**config.mk**
```make
export PLATFORM = sky130hd
export DESIGN_NAME = regfile
export DESIGN_NICKNAME = d
export VERILOG_FILES = /design/src/rtl/regfile.sv
export SDC_FILE = /design/constraint.sdc
export NUM_CORES = 2
export LEC_CHECK = 0
export ABC_AREA = 0
export CAP_MARGIN = 10
export CORE_MARGIN = 5
export CORE_UTILIZATION = 40
export DETAILED_ROUTE_END_ITERATION = 10
export DONT_BUFFER_PORTS = 1
export PLACE_DENSITY = 0.65
export REMOVE_ABC_BUFFERS = 1
export SYNTH_ARGS = -nofsm -noshare
export SYNTH_HDL_FRONTEND = slang
export SYNTH_SLANG_ARGS = --single-unit
```
**constraint.sdc**
```tcl
create_clock -name clk_in -period 2 [get_ports clk_in]
set_input_delay 0.1 -clock clk_in [delete_from_list [all_inputs] [get_ports clk_in]]
set_output_delay 0.1 -clock clk_in [all_outputs]
set_load 0.02 [all_outputs]
```
**src/rtl/regfile.sv**
```systemverilog
// ---------------------------------------------------------------------------
// regfile -- 32 x 32-bit register file with two registered read ports, a
// writeback port with read bypass, and a per-register 2-bit pending-write
// scoreboard used by decode to detect in-flight writes.
//
// Ports
//   clk_in        : clock, all state changes on the rising edge
//   rst_in        : synchronous active-high reset (wins over rdy_in)
//   rdy_in        : global ready, 0 freezes all state and registered outputs
//   write_enable  : writeback request
//   write_addr    : writeback destination register
//   write_data    : writeback value
//   re1, re2      : read-port enables
//   raddr1, raddr2: read-port source registers
//   rdata1, rdata2: registered read data (1-cycle latency)
//   busy1, busy2  : registered flag, source register has an in-flight write
//   issue_enable  : decode issues an instruction that writes issue_addr
//   issue_addr    : destination of the issued instruction
//   sb_full       : combinational, pending count of issue_addr is saturated
// ---------------------------------------------------------------------------
module regfile (
  input  logic        clk_in,
  input  logic        rst_in,
  input  logic        rdy_in,
  input  logic        write_enable,
  input  logic [4:0]  write_addr,
  input  logic [31:0] write_data,
  input  logic        re1,
  input  logic        re2,
  input  logic [4:0]  raddr1,
  input  logic [4:0]  raddr2,
  output logic [31:0] rdata1,
  output logic [31:0] rdata2,
  output logic        busy1,
  output logic        busy2,
  input  logic        issue_enable,
  input  logic [4:0]  issue_addr,
  output logic        sb_full
);

  localparam int unsigned DW   = 32;
  localparam int unsigned AW   = 5;
  localparam int unsigned NREG = 32;
  localparam int unsigned CW   = 2;
  localparam logic [CW-1:0] CNT_MAX = '1;

  logic [DW-1:0] r_regs [NREG];
  logic [CW-1:0] r_cnt  [NREG];

  logic          w_wr;
  logic          w_iss;
  logic [CW-1:0] w_cnt_nxt [NREG];
  logic [DW-1:0] w_rdata1;
  logic [DW-1:0] w_rdata2;
  logic          w_busy1;
  logic          w_busy2;

  // Register 0 is never written nor tracked.
  assign w_wr  = write_enable && (write_addr != '0);
  assign w_iss = issue_enable && (issue_addr != '0);

  // Read data: zero when disabled or x0, bypass from writeback, else array.
  function automatic logic [DW-1:0] f_rdata(input logic          re,
                                            input logic [AW-1:0] ra);
    logic [DW-1:0] v;
    v = '0;
    if (re && (ra != '0)) begin
      if (write_enable && (write_addr == ra)) v = write_data;
      else                                    v = r_regs[ra];
    end
    return v;
  endfunction

  // Busy uses the count before this cycle's issue; the last outstanding
  // write retiring this cycle (with no same-address issue) clears it.
  function automatic logic f_busy(input logic          re,
                                  input logic [AW-1:0] ra);
    logic retire;
    retire = w_wr && (write_addr == ra) && !(w_iss && (issue_addr == ra));
    return re && (ra != '0) && (r_cnt[ra] != '0) &&
           !((r_cnt[ra] == CW'(1)) && retire);
  endfunction

  always_comb begin
    w_rdata1 = f_rdata(re1, raddr1);
    w_rdata2 = f_rdata(re2, raddr2);
    w_busy1  = f_busy(re1, raddr1);
    w_busy2  = f_busy(re2, raddr2);
  end

  // Scoreboard next state: issue increments, writeback decrements, both to
  // the same register cancel; saturate at 3 and hold at 0.
  always_comb begin
    for (int i = 0; i < int'(NREG); i++) begin
      w_cnt_nxt[i] = r_cnt[i];
      if (w_iss && (issue_addr == AW'(i)) &&
          !(w_wr && (write_addr == AW'(i)))) begin
        if (r_cnt[i] != CNT_MAX) w_cnt_nxt[i] = r_cnt[i] + CW'(1);
      end else if (w_wr && (write_addr == AW'(i)) &&
                   !(w_iss && (issue_addr == AW'(i)))) begin
        if (r_cnt[i] != '0) w_cnt_nxt[i] = r_cnt[i] - CW'(1);
      end
    end
  end

  assign sb_full = (issue_addr != '0) && (r_cnt[issue_addr] == CNT_MAX);

  // State and registered outputs; reset wins over ready and any request.
  always_ff @(posedge clk_in) begin
    if (rst_in) begin
      for (int i = 0; i < int'(NREG); i++) begin
        r_regs[i] <= '0;
        r_cnt[i]  <= '0;
      end
      rdata1 <= '0;
      rdata2 <= '0;
      busy1  <= 1'b0;
      busy2  <= 1'b0;
    end else if (rdy_in) begin
      if (w_wr) r_regs[write_addr] <= write_data;
      for (int i = 0; i < int'(NREG); i++) begin
        r_cnt[i] <= w_cnt_nxt[i];
      end
      rdata1 <= w_rdata1;
      rdata2 <= w_rdata2;
      busy1  <= w_busy1;
      busy2  <= w_busy2;
    end
  end

endmodule
```
# Word level (Yosys, flattened, before mapping)
# Memory sizes are Yosys's and may differ from the RTL's.
# Index checks and enable logic that the tools add are counted.
# op_classes
addsub,64
eq_ne,101
mux,176
bitwise,32
n_reduce_logical,256
# op_table
operator,n
$mux 2,160
$eq 5x5->1 const B,32
$mux 32,5
$logic_and 1x1->1,147
$eq 5x4->1 const B,16
$logic_not 1->1,68
$reduce_bool 2->1,34
$add 2x1->2 const B,32
$ne 2x2->1 const B,32
$sub 2x1->2 const B,32
$eq 5x3->1 const B,8
$or 1x1->1,32
$reduce_or 32->1,1
$eq 5x2->1 const B,4
$eq 5x5->1,4
$reduce_bool 5->1,4
$eq 5x1->1 const B,2
$logic_not 5->1,2
$mux 1,10
$mux 5,1
$eq 2x1->1 const B,2
$eq 2x2->1 const B,1
# word_totals
ff_bits,66
ramBits,1088
n_memories,2
# memory_table
name,words,width,rd,rd_ports_with_merged_regs,wr,line_no,source
r_regs,32,32,2,0,32,47,logic [DW-1:0] r_regs [NREG];
r_cnt,32,2,35,0,32,48,logic [CW-1:0] r_cnt [NREG];

# Depth between registers and ports, before layout
# logic_depth
depth_word,8
ltp_mapped,11

# Least setup slack after synthesis
# No wires, ideal clock.
# synth_timing
path_type,input to register
start,input write_addr[1]
end,memory r_regs[30][0] (enable)
arrival_ps,1775
t_required_ps,1625
path_slack_ps,-149
path_stages,6
n_path_buf,2
cell_sequence,clkbuf_1 > nor2b_1 > clkbuf_1 > nand2_1 > nor3_1 > or2_2
# synth_lines
item,line_no,source
"start, declared",26,"input logic [4:0] write_addr,"
"end, declared",47,

==> flow_metrics.env <==
export IMPL_status="finished with violations"
export IMPL_violations="negative hold slack, negative setup slack"
export IMPL_cap_violations=0
export IMPL_internal_power_mw=45.5
export IMPL_ios=126
export IMPL_power_density_mw_per_mm2=824
export IMPL_skew_ns=0.0343
export IMPL_grt_pass1_wl_um=311000
export IMPL_ys_ff_latch=1154
export IMPL_max_freq_mhz=375
export IMPL_pwr_share_seq_pct=47.9
export IMPL_grt_max_degree=304
export IMPL_cp_data_arrival_time_ns=2.57
export IMPL_syn_area_sq_mm=0.0626
export IMPL_synth_main_ff_cell="edfxtp_1"
export IMPL_yosysWarnings=0
export IMPL_synth_cell_types=55
export IMPL_setup_violations=56
export IMPL_multi_input_area_sq_mm=0.0270
export IMPL_yosys_top_cells_area="edfxtp_1 52%, mux4_2 21%, and2_1 10%, dfxtp_1 2.1%, clkbuf_1 1.8%"
export IMPL_die_w_um=406
export IMPL_antenna_found_initial=29
export IMPL_cp_required_ns=1.90
export IMPL_share_comb_of_total_power_pct=10.8
export IMPL_h_tree_depth=4
export IMPL_rows=145
export IMPL_register_area_sq_mm=0.0340
export IMPL_cts_root_buffer="clkbuf_16"
export IMPL_fin_crit_sh_pct=133
export IMPL_layout_common_cells="1,088 x edfxtp_1, 998 x and2_1, 596 x mux4_2, 178 x buf_4, 142 x clkbuf_16"
export IMPL_power_mw=59.7
export IMPL_syn_to_final_growth_pct=15.7
export IMPL_finalNetCount=4424
export IMPL_fin_util_pct=46.5
export IMPL_cts_buffers_inserted=135
export IMPL_synth_top_cell_by_area="edfxtp_1"
export IMPL_gr_total_overflow=0
export IMPL_fillCellCount=13300
export IMPL_yosysSeqAreaShare_pct=54.3
export IMPL_clk_latency_ns=0.79
export IMPL_gp_congestion=0.832
export IMPL_dr_pass1_iters=5
export IMPL_vias=41200
export IMPL_peakVddDrop_v=0.000767
export IMPL_die_area_sq_mm=0.164
export IMPL_initial_core_util_pct=40.2
export IMPL_tritoncts="yes"
export IMPL_routed_wirelength_um=219000
export IMPL_pwr_share_clk_pct=41.3
export IMPL_worst_pin_slew_ns=1.38
export IMPL_syn_inst=4247
export IMPL_fin_ws_ns=-0.670
export IMPL_switching_share_pct=23.8
export IMPL_portBuffers=0
export IMPL_post_drt_wl_per_cell_um=33.6
export IMPL_grt_pass1_vias=41200
export IMPL_clockBufferDepth=3
export IMPL_crit_type="flip-flop to output pin"
export IMPL_final_max_slew_violation_count=0
export IMPL_drtIter0Drc=5684
export IMPL_relSlewSlack_pct=7.99
export IMPL_via_per_inst=6.32
export IMPL_hold_class="input port to flip-flop"
export IMPL_synth_edff_count=1088
export IMPL_rsz0062_at_grt="yes"
export IMPL_cp_end_kind="output pin"
export IMPL_cts_hold_buf=103
export IMPL_start_kind="flip-flop"
export IMPL_fin_crit_ns=2.67
export IMPL_p_leak_nw=25.1
export IMPL_final_common_cell="edfxtp_1"
export IMPL_core_area_sq_mm=0.156
export IMPL_hold_slack_ns=-0.241
export IMPL_post_dp_hpwl_um=123000
export IMPL_avgSynthCellArea_sq_um=14.7
export IMPL_final_hold_violation_count=33
export IMPL_yosysTopAreaCellShare_pct=52.2
export IMPL_drc=0
export IMPL_gr_usage_all_layers_pct=26.6
export IMPL_r2r_setup_slack_ns=-0.01
export IMPL_drive_above_1_share_pct=26.7
export IMPL_antenna_left=0
export IMPL_path_max_fanout=2
export IMPL_synthArstFlopShare_pct=0
export IMPL_cts_sinks=1154
export IMPL_power_switching_mw=14.2
export IMPL_dieHeight_um=406
export IMPL_clkTransAtPathRegs_ns=0.06
-- layer usage --
| layer | global-route usage [%] | vias up | routed length [um] |
|---|---|---|---|
| met5 | 0 | - | 78 |
| met4 | 12.9 | 12 | 12300 |
| met3 | 8.14 | 584 | 27200 |
| met2 | 41.4 | 2767 | 101000 |
| met1 | 34.0 | 21300 | 78900 |
| li1 | - | 16500 | - |
-- cell usage after synthesis (all sizes together) (19+ instances only) --
library cell / instances
or2: 33
inv: 23
nand2b: 39
dfxtp: 66
clkbuf: 303
nor3: 19
xor2: 19
or3: 21
nor2b: 48
a21o: 21
nand3: 116
ha: 20
mux2: 22
mux2i: 75
xnor2: 59
a211oi: 37
o21ai: 27
nand2: 93
and2: 998
nor2: 136
mux4: 596
a22oi: 65
a221o: 19
a21oi: 34
edfxtp: 1088
buf: 132
-- sequential cells by signal (all words and copies together) (netlist names) --
name and cells:
r_cnt 64, r_regs 1024, busy2 1, rdata1 32, rdata2 32, busy1 1
-- worst paths after layout --
kind | endpoint | cells after the start | startpoint
max | sb_full | 5 | r_cnt[31][0]$_SDFFCE_PP0P_
min | rdata1[28]$_SDFFE_PP0P_ | 3 | raddr1[2]
max reg2reg | rdata1[30]$_SDFFE_PP0P_ | 4 | r_regs[3][30]$_SDFFCE_PN0P_
min reg2reg | r_cnt[0][0]$_SDFFCE_PN0P_ | 1 | r_cnt[0][0]$_SDFFCE_PN0P_
-- logic make-up (layout without fill, tap and decap cells) --
family                     Yosys count  count (layout)  share of synthesized area, %
and+or+nand+nor                   1532            1532                          14.1
DFF                               1154            1154                          54.3
muxes                              693             693                          23.0
buffers and inverters              458             636                          3.28
AOI/OAI and AO/OA                  310             310                          3.72
xor gates and xnor gates            78              78                          1.09
adders and majority gates           20              20                         0.400
other                                2              42                        0.0120
-- worst max-delay path: stages (launching register included) --
cell      delay, ns
edfxtp_1       0.38
nand2_2        0.07
mux4_2         0.47
mux4_2         0.54
a21oi_2        0.19
buf_6          0.15
-- power by group through the flow --
stage                     combinational [mW]  clock, mW  sequential, mW
after floorplan                         3.59          0            28.8
after global placement                  5.40          0            29.0
after detailed placement                5.44          0            29.1
after CTS                               6.28       24.9            28.6
after global routing                    6.63       25.9            28.8
final                                   6.44       24.6            28.6
-- repair_timing --
item | 4_1_cts | 5_1_grt
cloned | 0 | 1
gates resized for setup | 4 | 32
pin swaps | 2 | 11
buffers inserted | 3 | 17
setup endpoints to repair | 2 | 171
endpoints found under the hold margin | 1512 | 33
-- per-stage QoR --
step / instance area (sq um) / setup WS, ns / hold slack (ns) / std cells / setup TNS [ns]
floorplan: 60700 / -0.974 / 0.212 / 3844 / -479.93
global placement: 66500 / -0.162 / 0.235 / 6150 / -1.80
detailed placement: 66500 / -0.180 / 0.243 / 6150 / -3.53
CTS: 72200 / -0.697 / -0.307 / 6505 / -33.54
global route: 72400 / -0.717 / -0.259 / 6518 / -0.808
finish: 72400 / -0.670 / -0.241 / 6523 / -3.46
-- cell type report --
type,instances,share of cell area (%)
antenna,8,0.0276
clock buffer,191,5.30
clock inverter,58,0.746
inverter,23,0.119
multi-input combinational,2667,37.4
sequential,1154,46.9
tap,2058,3.56
timing repair buffer,364,5.96
Power figures use the tool's default switching activity.
